### config.mk
export PLATFORM = sky130hd
export DESIGN_NAME = cla_pipe_adder_flat
export DESIGN_NICKNAME = d
export VERILOG_FILES = /design/src/rtl/cla_pipe_adder_if.sv /design/src/rtl/cla_pipe_adder.sv /design/src/flat_wrapper.sv
export SDC_FILE = /design/constraint.sdc
export NUM_CORES = 1
export LEC_CHECK = 0
export CAP_MARGIN = 20
export CORE_MARGIN = 5
export CORE_UTILIZATION = 48
export DETAILED_ROUTE_END_ITERATION = 10
export PLACE_DENSITY = 0.88
export SYNTH_ARGS = -nofsm -noshare
export SYNTH_HDL_FRONTEND = slang
export SYNTH_SLANG_ARGS = --single-unit
### constraint.sdc
create_clock -name clk -period 3.2 [get_ports clk]
set_input_delay 0.48 -clock clk [delete_from_list [all_inputs] [get_ports clk]]
set_output_delay 0.48 -clock clk [all_outputs]
set_load 0.01 [all_outputs]
### src/rtl/cla_pipe_adder_if.sv
`default_nettype none
// ============================================================================
//  Module   : cla_pipe_adder_if
//  Brief    : Operand / result handshake bundle for the pipelined CLA adder.
//             master = producer/consumer side, slave = adder side.
//  Revision : 1.0  initial release
// ============================================================================
interface cla_pipe_adder_if #(
   parameter int WIDTH = 32
);
   logic             in_valid;
   logic             in_ready;
   logic [WIDTH-1:0] a;
   logic [WIDTH-1:0] b;
   logic             sub;
   logic             carry_in;
   logic             out_valid;
   logic             out_ready;
   logic [WIDTH-1:0] sum;
   logic             carry_out;
   logic             overflow;
   logic             zero;

   modport master (
      output in_valid, a, b, sub, carry_in, out_ready,
      input  in_ready, out_valid, sum, carry_out, overflow, zero
   );

   modport slave (
      input  in_valid, a, b, sub, carry_in, out_ready,
      output in_ready, out_valid, sum, carry_out, overflow, zero
   );
endinterface
`default_nettype wire

### src/rtl/cla_pipe_adder.sv
`default_nettype none
// ============================================================================
//  Module   : cla_pipe_adder
//  Brief    : Two-stage pipelined carry-lookahead adder/subtractor.
//             Stage 1 registers bit and 4-bit group propagate/generate;
//             stage 2 resolves carries with a two-level lookahead (groups of
//             four groups), forms sum and flags, and registers them.
//             Valid/ready on both sides; throughput one op per cycle.
//  Revision : 1.0  initial release
// ============================================================================
module cla_pipe_adder #(
   parameter int WIDTH = 32,
   parameter int GROUP = 4      // only 4 is supported
) (
   input  wire logic        clk,
   input  wire logic        rst,   // synchronous, active-low
   cla_pipe_adder_if.slave  bus
);
   localparam int NG  = WIDTH / GROUP;   // number of 4-bit groups
   localparam int NS  = (NG + 3) / 4;    // number of super-groups (4 groups each)
   localparam int NGP = 4 * NS;          // group count padded to whole super-groups

   // ---------------------------------------------------------------- stage 1
   logic [WIDTH-1:0] w_bb;
   logic [WIDTH-1:0] w_p;
   logic [WIDTH-1:0] w_g;
   logic             w_cin;
   logic [NG-1:0]    w_gp;
   logic [NG-1:0]    w_gg;

   logic             r_s1Valid;
   logic [WIDTH-1:0] r_p;
   logic [WIDTH-1:0] r_g;
   logic             r_cin;
   logic             r_aMsb;
   logic             r_bbMsb;
   logic [NG-1:0]    r_gp;
   logic [NG-1:0]    r_gg;

   // ---------------------------------------------------------------- stage 2
   logic [NGP-1:0]   w_gpPad;
   logic [NGP-1:0]   w_ggPad;
   logic [NS-1:0]    w_sp;
   logic [NS-1:0]    w_sg;
   logic [NS:0]      w_sc;
   logic [NGP:0]     w_gc;
   logic [WIDTH-1:0] w_c;
   logic [WIDTH-1:0] w_sum;
   logic             w_cout;
   logic             w_ovf;

   logic             r_s2Valid;
   logic [WIDTH-1:0] r_sum;
   logic             r_cout;
   logic             r_ovf;
   logic             r_zero;

   // ---------------------------------------------------------------- handshake
   logic             w_adv1;
   logic             w_adv2;

   assign w_adv2       = !r_s2Valid || bus.out_ready;
   assign w_adv1       = !r_s1Valid || w_adv2;
   assign bus.in_ready = w_adv1;

   // Subtraction is A + ~B + 1, so carry_in is forced high and B inverted.
   assign w_bb  = bus.sub ? ~bus.b : bus.b;
   assign w_cin = bus.sub ? 1'b1 : bus.carry_in;
   assign w_p   = bus.a ^ w_bb;
   assign w_g   = bus.a & w_bb;

   generate
      for (genvar k = 0; k < NG; k++) begin : g_grpPg
         assign w_gp[k] = &w_p[GROUP*k +: GROUP];
         assign w_gg[k] = w_g[GROUP*k+3]
                        | (w_p[GROUP*k+3] & w_g[GROUP*k+2])
                        | (w_p[GROUP*k+3] & w_p[GROUP*k+2] & w_g[GROUP*k+1])
                        | (w_p[GROUP*k+3] & w_p[GROUP*k+2] & w_p[GROUP*k+1] & w_g[GROUP*k]);
      end
   endgenerate

   // Stage-1 register: capture conditioned operands when the pipe can advance.
   always_ff @(posedge clk) begin
      if (!rst) begin
         r_s1Valid <= 1'b0;
         r_p       <= '0;
         r_g       <= '0;
         r_cin     <= 1'b0;
         r_aMsb    <= 1'b0;
         r_bbMsb   <= 1'b0;
         r_gp      <= '0;
         r_gg      <= '0;
      end else if (w_adv1) begin
         r_s1Valid <= bus.in_valid;
         r_p       <= w_p;
         r_g       <= w_g;
         r_cin     <= w_cin;
         r_aMsb    <= bus.a[WIDTH-1];
         r_bbMsb   <= w_bb[WIDTH-1];
         r_gp      <= w_gp;
         r_gg      <= w_gg;
      end
   end

   // Pad group P/G to a whole number of super-groups; padding never propagates.
   always_comb begin
      w_gpPad         = '0;
      w_ggPad         = '0;
      w_gpPad[NG-1:0] = r_gp;
      w_ggPad[NG-1:0] = r_gg;
   end

   generate
      for (genvar s = 0; s < NS; s++) begin : g_supPg
         assign w_sp[s] = &w_gpPad[4*s +: 4];
         assign w_sg[s] = w_ggPad[4*s+3]
                        | (w_gpPad[4*s+3] & w_ggPad[4*s+2])
                        | (w_gpPad[4*s+3] & w_gpPad[4*s+2] & w_ggPad[4*s+1])
                        | (w_gpPad[4*s+3] & w_gpPad[4*s+2] & w_gpPad[4*s+1] & w_ggPad[4*s]);
      end
   endgenerate

   // Level 2: super-group carries as flat sum-of-products of super P/G and cin.
   always_comb begin
      logic w_acc;
      logic w_term;
      w_sc    = '0;
      w_sc[0] = r_cin;
      for (int s = 0; s < NS; s++) begin
         w_acc = r_cin;
         for (int u = 0; u <= s; u++) w_acc = w_acc & w_sp[u];
         for (int t = 0; t <= s; t++) begin
            w_term = w_sg[t];
            for (int u = t + 1; u <= s; u++) w_term = w_term & w_sp[u];
            w_acc = w_acc | w_term;
         end
         w_sc[s+1] = w_acc;
      end
   end

   // Level 1: group carries inside each super-group, lookahead from its carry-in.
   always_comb begin
      logic w_acc;
      logic w_term;
      w_gc = '0;
      for (int s = 0; s < NS; s++) begin
         w_gc[4*s] = w_sc[s];
         for (int j = 0; j < 3; j++) begin
            w_acc = w_sc[s];
            for (int u = 0; u <= j; u++) w_acc = w_acc & w_gpPad[4*s+u];
            for (int t = 0; t <= j; t++) begin
               w_term = w_ggPad[4*s+t];
               for (int u = t + 1; u <= j; u++) w_term = w_term & w_gpPad[4*s+u];
               w_acc = w_acc | w_term;
            end
            w_gc[4*s+j+1] = w_acc;
         end
      end
      w_gc[NGP] = w_sc[NS];
   end

   // In-group bit carries ripple only across the four bits of a group.
   always_comb begin
      logic w_cc;
      w_c = '0;
      for (int k = 0; k < NG; k++) begin
         w_cc           = w_gc[k];
         w_c[GROUP*k]   = w_cc;
         for (int j = 0; j < GROUP - 1; j++) begin
            w_cc                = r_g[GROUP*k+j] | (r_p[GROUP*k+j] & w_cc);
            w_c[GROUP*k+j+1]    = w_cc;
         end
      end
   end

   assign w_sum  = r_p ^ w_c;
   assign w_cout = w_gc[NG];
   // Same as carry-into-MSB xor carry-out: operands agree in sign, result does not.
   assign w_ovf  = (r_aMsb ~^ r_bbMsb) & (r_aMsb ^ w_sum[WIDTH-1]);

   // Stage-2 register: result and flags, held while the consumer stalls.
   always_ff @(posedge clk) begin
      if (!rst) begin
         r_s2Valid <= 1'b0;
         r_sum     <= '0;
         r_cout    <= 1'b0;
         r_ovf     <= 1'b0;
         r_zero    <= 1'b0;
      end else if (w_adv2) begin
         r_s2Valid <= r_s1Valid;
         r_sum     <= w_sum;
         r_cout    <= w_cout;
         r_ovf     <= w_ovf;
         r_zero    <= (w_sum == '0);
      end
   end

   assign bus.out_valid = r_s2Valid;
   assign bus.sum       = r_sum;
   assign bus.carry_out = r_cout;
   assign bus.overflow  = r_ovf;
   assign bus.zero      = r_zero;

endmodule
`default_nettype wire

### src/flat_wrapper.sv
// flat-port wrapper written by rule: the top's interface ports become plain ports
module cla_pipe_adder_flat 
#(
   parameter int WIDTH = 32,
   parameter int GROUP = 4                            
)
  (clk, rst, bus_in_valid, bus_a, bus_b, bus_sub, bus_carry_in, bus_out_ready, bus_in_ready, bus_out_valid, bus_sum, bus_carry_out, bus_overflow, bus_zero);
  cla_pipe_adder_if #(.WIDTH(WIDTH)) bus_i ();
  input  wire logic clk;
  input  wire logic rst;
  input wire logic [$bits(bus_i.in_valid)-1:0] bus_in_valid;
  input wire logic [$bits(bus_i.a)-1:0] bus_a;
  input wire logic [$bits(bus_i.b)-1:0] bus_b;
  input wire logic [$bits(bus_i.sub)-1:0] bus_sub;
  input wire logic [$bits(bus_i.carry_in)-1:0] bus_carry_in;
  input wire logic [$bits(bus_i.out_ready)-1:0] bus_out_ready;
  output wire logic [$bits(bus_i.in_ready)-1:0] bus_in_ready;
  output wire logic [$bits(bus_i.out_valid)-1:0] bus_out_valid;
  output wire logic [$bits(bus_i.sum)-1:0] bus_sum;
  output wire logic [$bits(bus_i.carry_out)-1:0] bus_carry_out;
  output wire logic [$bits(bus_i.overflow)-1:0] bus_overflow;
  output wire logic [$bits(bus_i.zero)-1:0] bus_zero;
  assign bus_i.in_valid = bus_in_valid;
  assign bus_i.a = bus_a;
  assign bus_i.b = bus_b;
  assign bus_i.sub = bus_sub;
  assign bus_i.carry_in = bus_carry_in;
  assign bus_i.out_ready = bus_out_ready;
  assign bus_in_ready = bus_i.in_ready;
  assign bus_out_valid = bus_i.out_valid;
  assign bus_sum = bus_i.sum;
  assign bus_carry_out = bus_i.carry_out;
  assign bus_overflow = bus_i.overflow;
  assign bus_zero = bus_i.zero;
  cla_pipe_adder #(.WIDTH(WIDTH), .GROUP(GROUP)) u_core (.clk(clk), .rst(rst), .bus(bus_i));
endmodule
Yosys cells after proc, flatten, opt, wreduce, memory -nomap -nowiden
Index checks and enable logic that the tools add are counted.
W data, S select, Z words.
{"block": "classes", "add_sub_neg": 0, "n_mul": 0, "div_mod_pow": 0, "n_lt_le_gt_ge": 0, "n_eq_ne": 0, "n_shift": 0, "muxes": 2, "bitwise": 165, "reduce_logical": 15}
{"op": "$and A1 B1 Y1", "n": 90}
{"op": "$or A1 B1 Y1", "n": 69}
{"op": "$xor A32 B32 Y32", "n": 2}
{"op": "$reduce_and A4 Y1", "n": 10}
{"op": "$and A32 B32 Y32", "n": 1}
{"op": "$logic_not A32 Y1", "n": 1}
{"op": "$mux W32", "n": 1}
{"op": "$not A32 Y32", "n": 1}
{"op": "$logic_not A1 Y1", "n": 2}
{"op": "$logic_or A1 B1 Y1", "n": 2}
{"op": "$mux W1", "n": 1}
{"op": "$xnor A1 B1 Y1", "n": 1}
{"op": "$xor A1 B1 Y1", "n": 1}
{"block": "totals", "reg_bits": 119, "latch_bits": 0, "ram_bits": 0, "rom_bits": 0, "inputBits": 70, "out_inout_bits": 37, "wordCells": 195, "mem_count": 0}

Longest topological paths before layout
{"block": "logic_depth", "ltp_word": 20, "depth_mapped": 15, "depth_no_buf": 15}

Worst setup path after synthesis
OpenSTA, ideal clock, no wires.
{"block": "synth_timing", "path_kind": "reg-to-reg", "from": "register u_core.r_cin", "to": "register u_core.r_zero, in the netlist u_core.bus.zero", "setup_time_ns": 0.060, "t_arrival_ns": 3.161, "required_ns": 3.140, "path_slack_ns": -0.022, "stages_incl_launch_ff": 16, "n_path_buf": 0, "synth_period_minus_slack_ns": 3.222, "cell_sequence": "dfxtp_1 a21o_1 a22o_1 or2_1 a21o_1 a21o_1 ha_1 or2_2 ha_1 or2_2 ha_1 nor2_1 xnor2_1 or4_1 nor3_2 a32o_1"}
{"block": "synth_between", "elab_chain_len": 16, "elab_cells_between_ends": 70, "cone_classes": "bitwise (69); reduce/logical (1)"}
{"element": "from (decl)", "line_no": "cla_pipe_adder.sv:34", "text": "logic r_cin;"}
{"element": "from (signal assigned)", "line_no": "cla_pipe_adder.sv:97", "text": "r_cin <= w_cin;"}
{"element": "$and A1 B1 Y1", "line_no": "cla_pipe_adder.sv:131", "text": "for (int u = 0; u <= s; u++) w_acc = w_acc & w_sp[u];"}
{"element": "$or A1 B1 Y1", "line_no": "cla_pipe_adder.sv:135", "text": "w_acc = w_acc | w_term;"}
{"element": "$and A1 B1 Y1 (3 in series)", "line_no": "cla_pipe_adder.sv:150", "text": "for (int u = 0; u <= j; u++) w_acc = w_acc & w_gpPad[4*s+u];"}
{"element": "$or A1 B1 Y1 (3 in series)", "line_no": "cla_pipe_adder.sv:154", "text": "w_acc = w_acc | w_term;"}
{"element": "$and A1 B1 Y1", "line_no": "cla_pipe_adder.sv:170", "text": "w_cc = r_g[GROUP*k+j] | (r_p[GROUP*k+j] & w_cc);"}
{"element": "$or A1 B1 Y1", "line_no": "cla_pipe_adder.sv:170"}
{"element": "$and A1 B1 Y1", "line_no": "cla_pipe_adder.sv:170"}
{"element": "$or A1 B1 Y1", "line_no": "cla_pipe_adder.sv:170"}
{"element": "$and A1 B1 Y1", "line_no": "cla_pipe_adder.sv:170"}
{"element": "$or A1 B1 Y1", "line_no": "cla_pipe_adder.sv:170"}
{"element": "$xor A32 B32 Y32 *", "line_no": "cla_pipe_adder.sv:176", "text": "assign w_sum = r_p ^ w_c;"}
{"element": "$logic_not A32 Y1 *", "line_no": "cla_pipe_adder.sv:194", "text": "r_zero <= (w_sum == '0);"}
{"element": "to (signal assigned)", "line_no": "cla_pipe_adder.sv:194"}
{"element": "to (decl)", "line_no": "cla_pipe_adder.sv:56", "text": "logic r_zero;"}
Mark *: on every way between the ends. The rest lies on a longest branch, timed or not.
A chain may end at the register's enable or synchronous reset.

Final worst setup path
{"block": "layout_timing", "from": "register u_core.r_gp[0]", "to": "register u_core.r_zero, in the netlist u_core.bus.zero"}
{"block": "layout_between", "elab_chain_len": 17, "elab_cells_between_ends": 65, "cone_classes": "bitwise (63); reduce/logical (2)"}
{"element": "from (decl)", "line_no": "cla_pipe_adder.sv:37", "text": "logic [NG-1:0] r_gp;"}
{"element": "from (signal assigned)", "line_no": "cla_pipe_adder.sv:100", "text": "r_gp <= w_gp;"}
{"element": "$reduce_and A4 Y1", "line_no": "cla_pipe_adder.sv:115", "text": "assign w_sp[s] = &w_gpPad[4*s +: 4];"}
{"element": "$and A1 B1 Y1", "line_no": "cla_pipe_adder.sv:131"}
{"element": "$or A1 B1 Y1", "line_no": "cla_pipe_adder.sv:135"}
{"element": "$and A1 B1 Y1 (3 in series)", "line_no": "cla_pipe_adder.sv:150"}
{"element": "$or A1 B1 Y1 (3 in series)", "line_no": "cla_pipe_adder.sv:154"}
{"element": "$and A1 B1 Y1", "line_no": "cla_pipe_adder.sv:170"}
{"element": "$or A1 B1 Y1", "line_no": "cla_pipe_adder.sv:170"}
{"element": "$and A1 B1 Y1", "line_no": "cla_pipe_adder.sv:170"}
{"element": "$or A1 B1 Y1", "line_no": "cla_pipe_adder.sv:170"}
{"element": "$and A1 B1 Y1", "line_no": "cla_pipe_adder.sv:170"}
{"element": "$or A1 B1 Y1", "line_no": "cla_pipe_adder.sv:170"}
{"element": "$xor A32 B32 Y32 *", "line_no": "cla_pipe_adder.sv:176"}
{"element": "$logic_not A32 Y1 *", "line_no": "cla_pipe_adder.sv:194"}
Marked as above.

==> summary.md <==
| Metric | Value |
|---|---|
| Synth top cells by count | `nand2_1, dfxtp_1, ha_1` |
| Final hold vios | `0` |
| Die area | `14300 µm²` |
| I/O pins | `107` |
| #FFs+latches synth | `112` |
| Slowest CP cell | `or4_4` |
| Gate power share | `0.240` |
| Top FF cell, synth | `dfxtp_1` |
| Vias in the first global route | `4733` |
| Maximum vdd drop | `0.295 mV` |
| Drt drc | `0` |
| Post-place instance area | `6910 µm²` |
| Worst reg2reg setup slack | `-80 ps` |
| Worst reg2reg path depth | `15` |
| Clk root buf | `clkbuf_16` |
| Die Y | `119 µm` |
| Status | `finished with violations` |
| Most frequent CP cell | `a21o_1` |
| Psw | `948 µW` |
| CP Data Arrival Time | `3570 ps` |
| Fin crit period | `3280 ps` |
| Port-buffer cells | `106` |
| Core area | `11900 µm²` |
| Hold EP | `u_core.r_p[6]$_SDFFE_PN0P_` |
| Ys async rst share | `0` |
| Syn Area/Cell | `8.86 µm²` |
| # setup viols final | `1` |
| Share of the synthesized area in the top cell type | `0.390` |
| Detailed Route WL | `13.4 mm` |
| Worst-Skew Late Latency | `340 ps` |
| PwrDens | `481 nW/µm²` |
| Most area-consuming cells after synthesis | `dfxtp_1, nand2_1, ha_1` |
| Net count of the finished layout | `869` |
| Clock-pin slew on the worst setup and hold paths | `70 ps` |
| Starting Density | `0.485` |
| FP Rows | `40` |
| Leading area contributor after synthesis | `dfxtp_1` |
| Post-synth EDFFs | `0` |
| Max Cap Violations | `0` |
| Total gr overflow | `0` |
| Int Power | `2540 µW` |
| Failing checks | `negative setup slack` |
| Worst EP required | `3490 ps` |
| Most frequent cell after synthesis | `nand2_1` |
| RR Endpoint | `u_core.bus.zero$_SDFFE_PN0P_` |
| Sequential share of the synthesized area | `0.390` |
| Crit path max-delay family | `simple AND/OR/NAND/NOR gates` |
| Worst slew pin tran | `806 ps` |
| Share of layout cells above drive strength 1 | `0.0952` |
| Vias | `4711` |
| Mapped cell area | `5750 µm²` |
| Initial antenna violation count | `0` |
| CTS tree | `built` |
| Sequential Power Share | `0.461` |
| Hold path startpoint | `u_core.r_p[6]$_SDFFE_PN0P_` |
| Final Core Density | `0.612` |
| Fmax | `0.305 GHz` |
| Worst-path maximum fanout | `2` |
| Crit-path cells | `a21o_1 -> a22o_1 -> or2_1 -> a21o_1 -> a21o_1 -> ha_2 -> or2_4 -> ha_4 -> or2_4 -> ha_4 -> nor2_4 -> xnor2_2 -> or4_4 -> nor3_4 -> a32o_2` |
| Area Overhead vs Synth | `26.2%` |
| Relative slew slack | `0.462` |
| Syn Nets | `775` |
| Hold Buf Count CTS | `0` |
| Starting DRT DRC Count | `322` |
| Number of H-tree levels | `3` |
| CP bufs+invs | `0` |
| Number of cells on the worst hold path | `2` |
| Max incr delay on CP | `530 ps` |
| First-pass GRT wire length | `22.5 mm` |
| TNS Setup | `-83.2 ps` |
| RSZ-0062 raised after global routing | `yes` |
| Worst setup SP type | `flip-flop` |
| Worst hold path class | `flip-flop to flip-flop` |
| Yosys Warn Count | `0` |
| Average wire per cell in the routed design | `15.0 µm` |
| RePlAce Congestion | `0.777` |
| Synth Instances | `649` |
| Critical path class | `flip-flop to flip-flop` |
| HPWL Detailed | `9.55 mm` |
| Synth cell types | `41` |
| Antenna cells | `0` |
| FF-to-FF Start | `u_core.r_gp[0]$_SDFFE_PN0P_` |
| Fin Clk Skew | `7.10 ps` |
| Max clock buf depth | `2` |
| Pleak | `0.00326 µW` |
| Clock sink count | `112` |
| Global-route total usage across every layer | `0.191` |
| Net Sw Frac | `0.272` |
| Antenna-violating nets left | `0` |
| Final cycle utilization of the critical path | `1.03` |
| Post-place setup slack | `-138 ps` |
| Critical Path End Type | `flip-flop` |
| Largest net degree at the start of global routing | `84` |
| Pre-antenna DRT Iters | `4` |
| Chip Width | `119 µm` |
| Via/cell ratio | `5.28` |
| Slew Limit Fails | `0` |
| Worst setup margin | `-83.2 ps` |
| Design area | `7260 µm²` |
| Clock network power share | `0.299` |
| Total CTS buffers | `9` |
[registers in the layout, indices dropped and copies added, names as in the netlist, 8 cells and up]
register,count
u_core.bus.sum,32
u_core.r_g,24
u_core.r_gg,8
u_core.r_gp,8
u_core.r_p,32
[timing repair]
item / CTS / global route
setup endpoints to repair: 1 / 3
pin swaps: 11 / 0
buffers inserted: 1 / 0
gates resized for setup: 6 / 9
[placed cells by master, fill, tap and decap left out, types with 3 or more instances in the layout]
cell type        count
a21boi_0            54
a21boi_1            41
a21o_1              14
a21oi_1              3
a221oi_1             8
and3_1               9
buf_4               16
clkbuf_16            9
clkdlybuf4s50_1    104
dfxtp_1            109
dfxtp_2              3
ha_1                53
nand2_1            193
nand3_1              9
nor2_1               9
nor2_2               3
nor4_1               5
o211a_1              9
or2_2               14
xnor2_1              6
xor2_1              32
[cell type report]
class	count	area (µm²)
flip-flops and latches	112	2250
multi-input cells	495	3340
clock buffers	12	256
inverters	1	6.26
repair buffers	124	1210
clock inverters	2	16.3
well taps	147	184
fillers	987	4610
[power groups by stage]
| stage | registers, µW | clock network (µW) | logic [µW] |
|---|---|---|---|
| detailed placement | 1630 | 0 | 811 |
| finish | 1610 | 1040 | 836 |
| CTS | 1600 | 1060 | 825 |
| global placement | 1630 | 0 | 801 |
| floorplan | 1640 | 0 | 441 |
| global route | 1620 | 1120 | 931 |
[worst max-delay path by stage]
stage / start / end / slack (ps) / depth (start not counted)
6_report: u_core.r_gp[0]$_SDFFE_PN0P_ / u_core.bus.zero$_SDFFE_PN0P_ / -80 / 15
5_1_grt: u_core.r_gp[0]$_SDFFE_PN0P_ / u_core.bus.zero$_SDFFE_PN0P_ / -190 / 15
4_1_cts: u_core.r_gp[2]$_SDFFE_PN0P_ / u_core.bus.zero$_SDFFE_PN0P_ / -90 / 15
3_5_place_dp: u_core.r_gp[0]$_SDFFE_PN0P_ / u_core.bus.zero$_SDFFE_PN0P_ / -140 / 15
3_3_place_gp: u_core.r_gp[0]$_SDFFE_PN0P_ / u_core.bus.zero$_SDFFE_PN0P_ / -110 / 15
2_1_floorplan: u_core.r_gp[0]$_SDFFE_PN0P_ / u_core.bus.zero$_SDFFE_PN0P_ / 4 / 15
[tightest hold or removal path: cells and delay by family, from the launching register on]
family,cells,cell delay (ps)
AOI/OAI and AO/OA,1,50
DFF,1,310
and+or+nand+nor,1,50
[layer usage]
metal / routed length, µm / share of wire / track usage
met5: 0 / 0 / 0
met4: 204 / 0.015 / 0.0537
met3: 776 / 0.058 / 0.0404
met2: 6460 / 0.48 / 0.320
met1: 5950 / 0.44 / 0.248
[kinds of logic after synthesis]
logic type	synth area share
XOR/XNOR	0.0609
AO/OA/AOI/OAI	0.183
adder cells (fa/ha/maj)	0.122
AND/OR/NAND/NOR	0.197
buffers and inverters	0.0446
flip-flops	0.390
multiplexers	0.00348
[metrics by stage]
stage	hold WS, ps	total power, µW	cells
3_3_place_gp	440	2430	878
6_report	455	3490	893
4_1_cts	456	3490	893
2_1_floorplan	426	2080	649
5_1_grt	475	3670	893
3_5_place_dp	443	2450	878
Power figures use the tool's default switching activity.
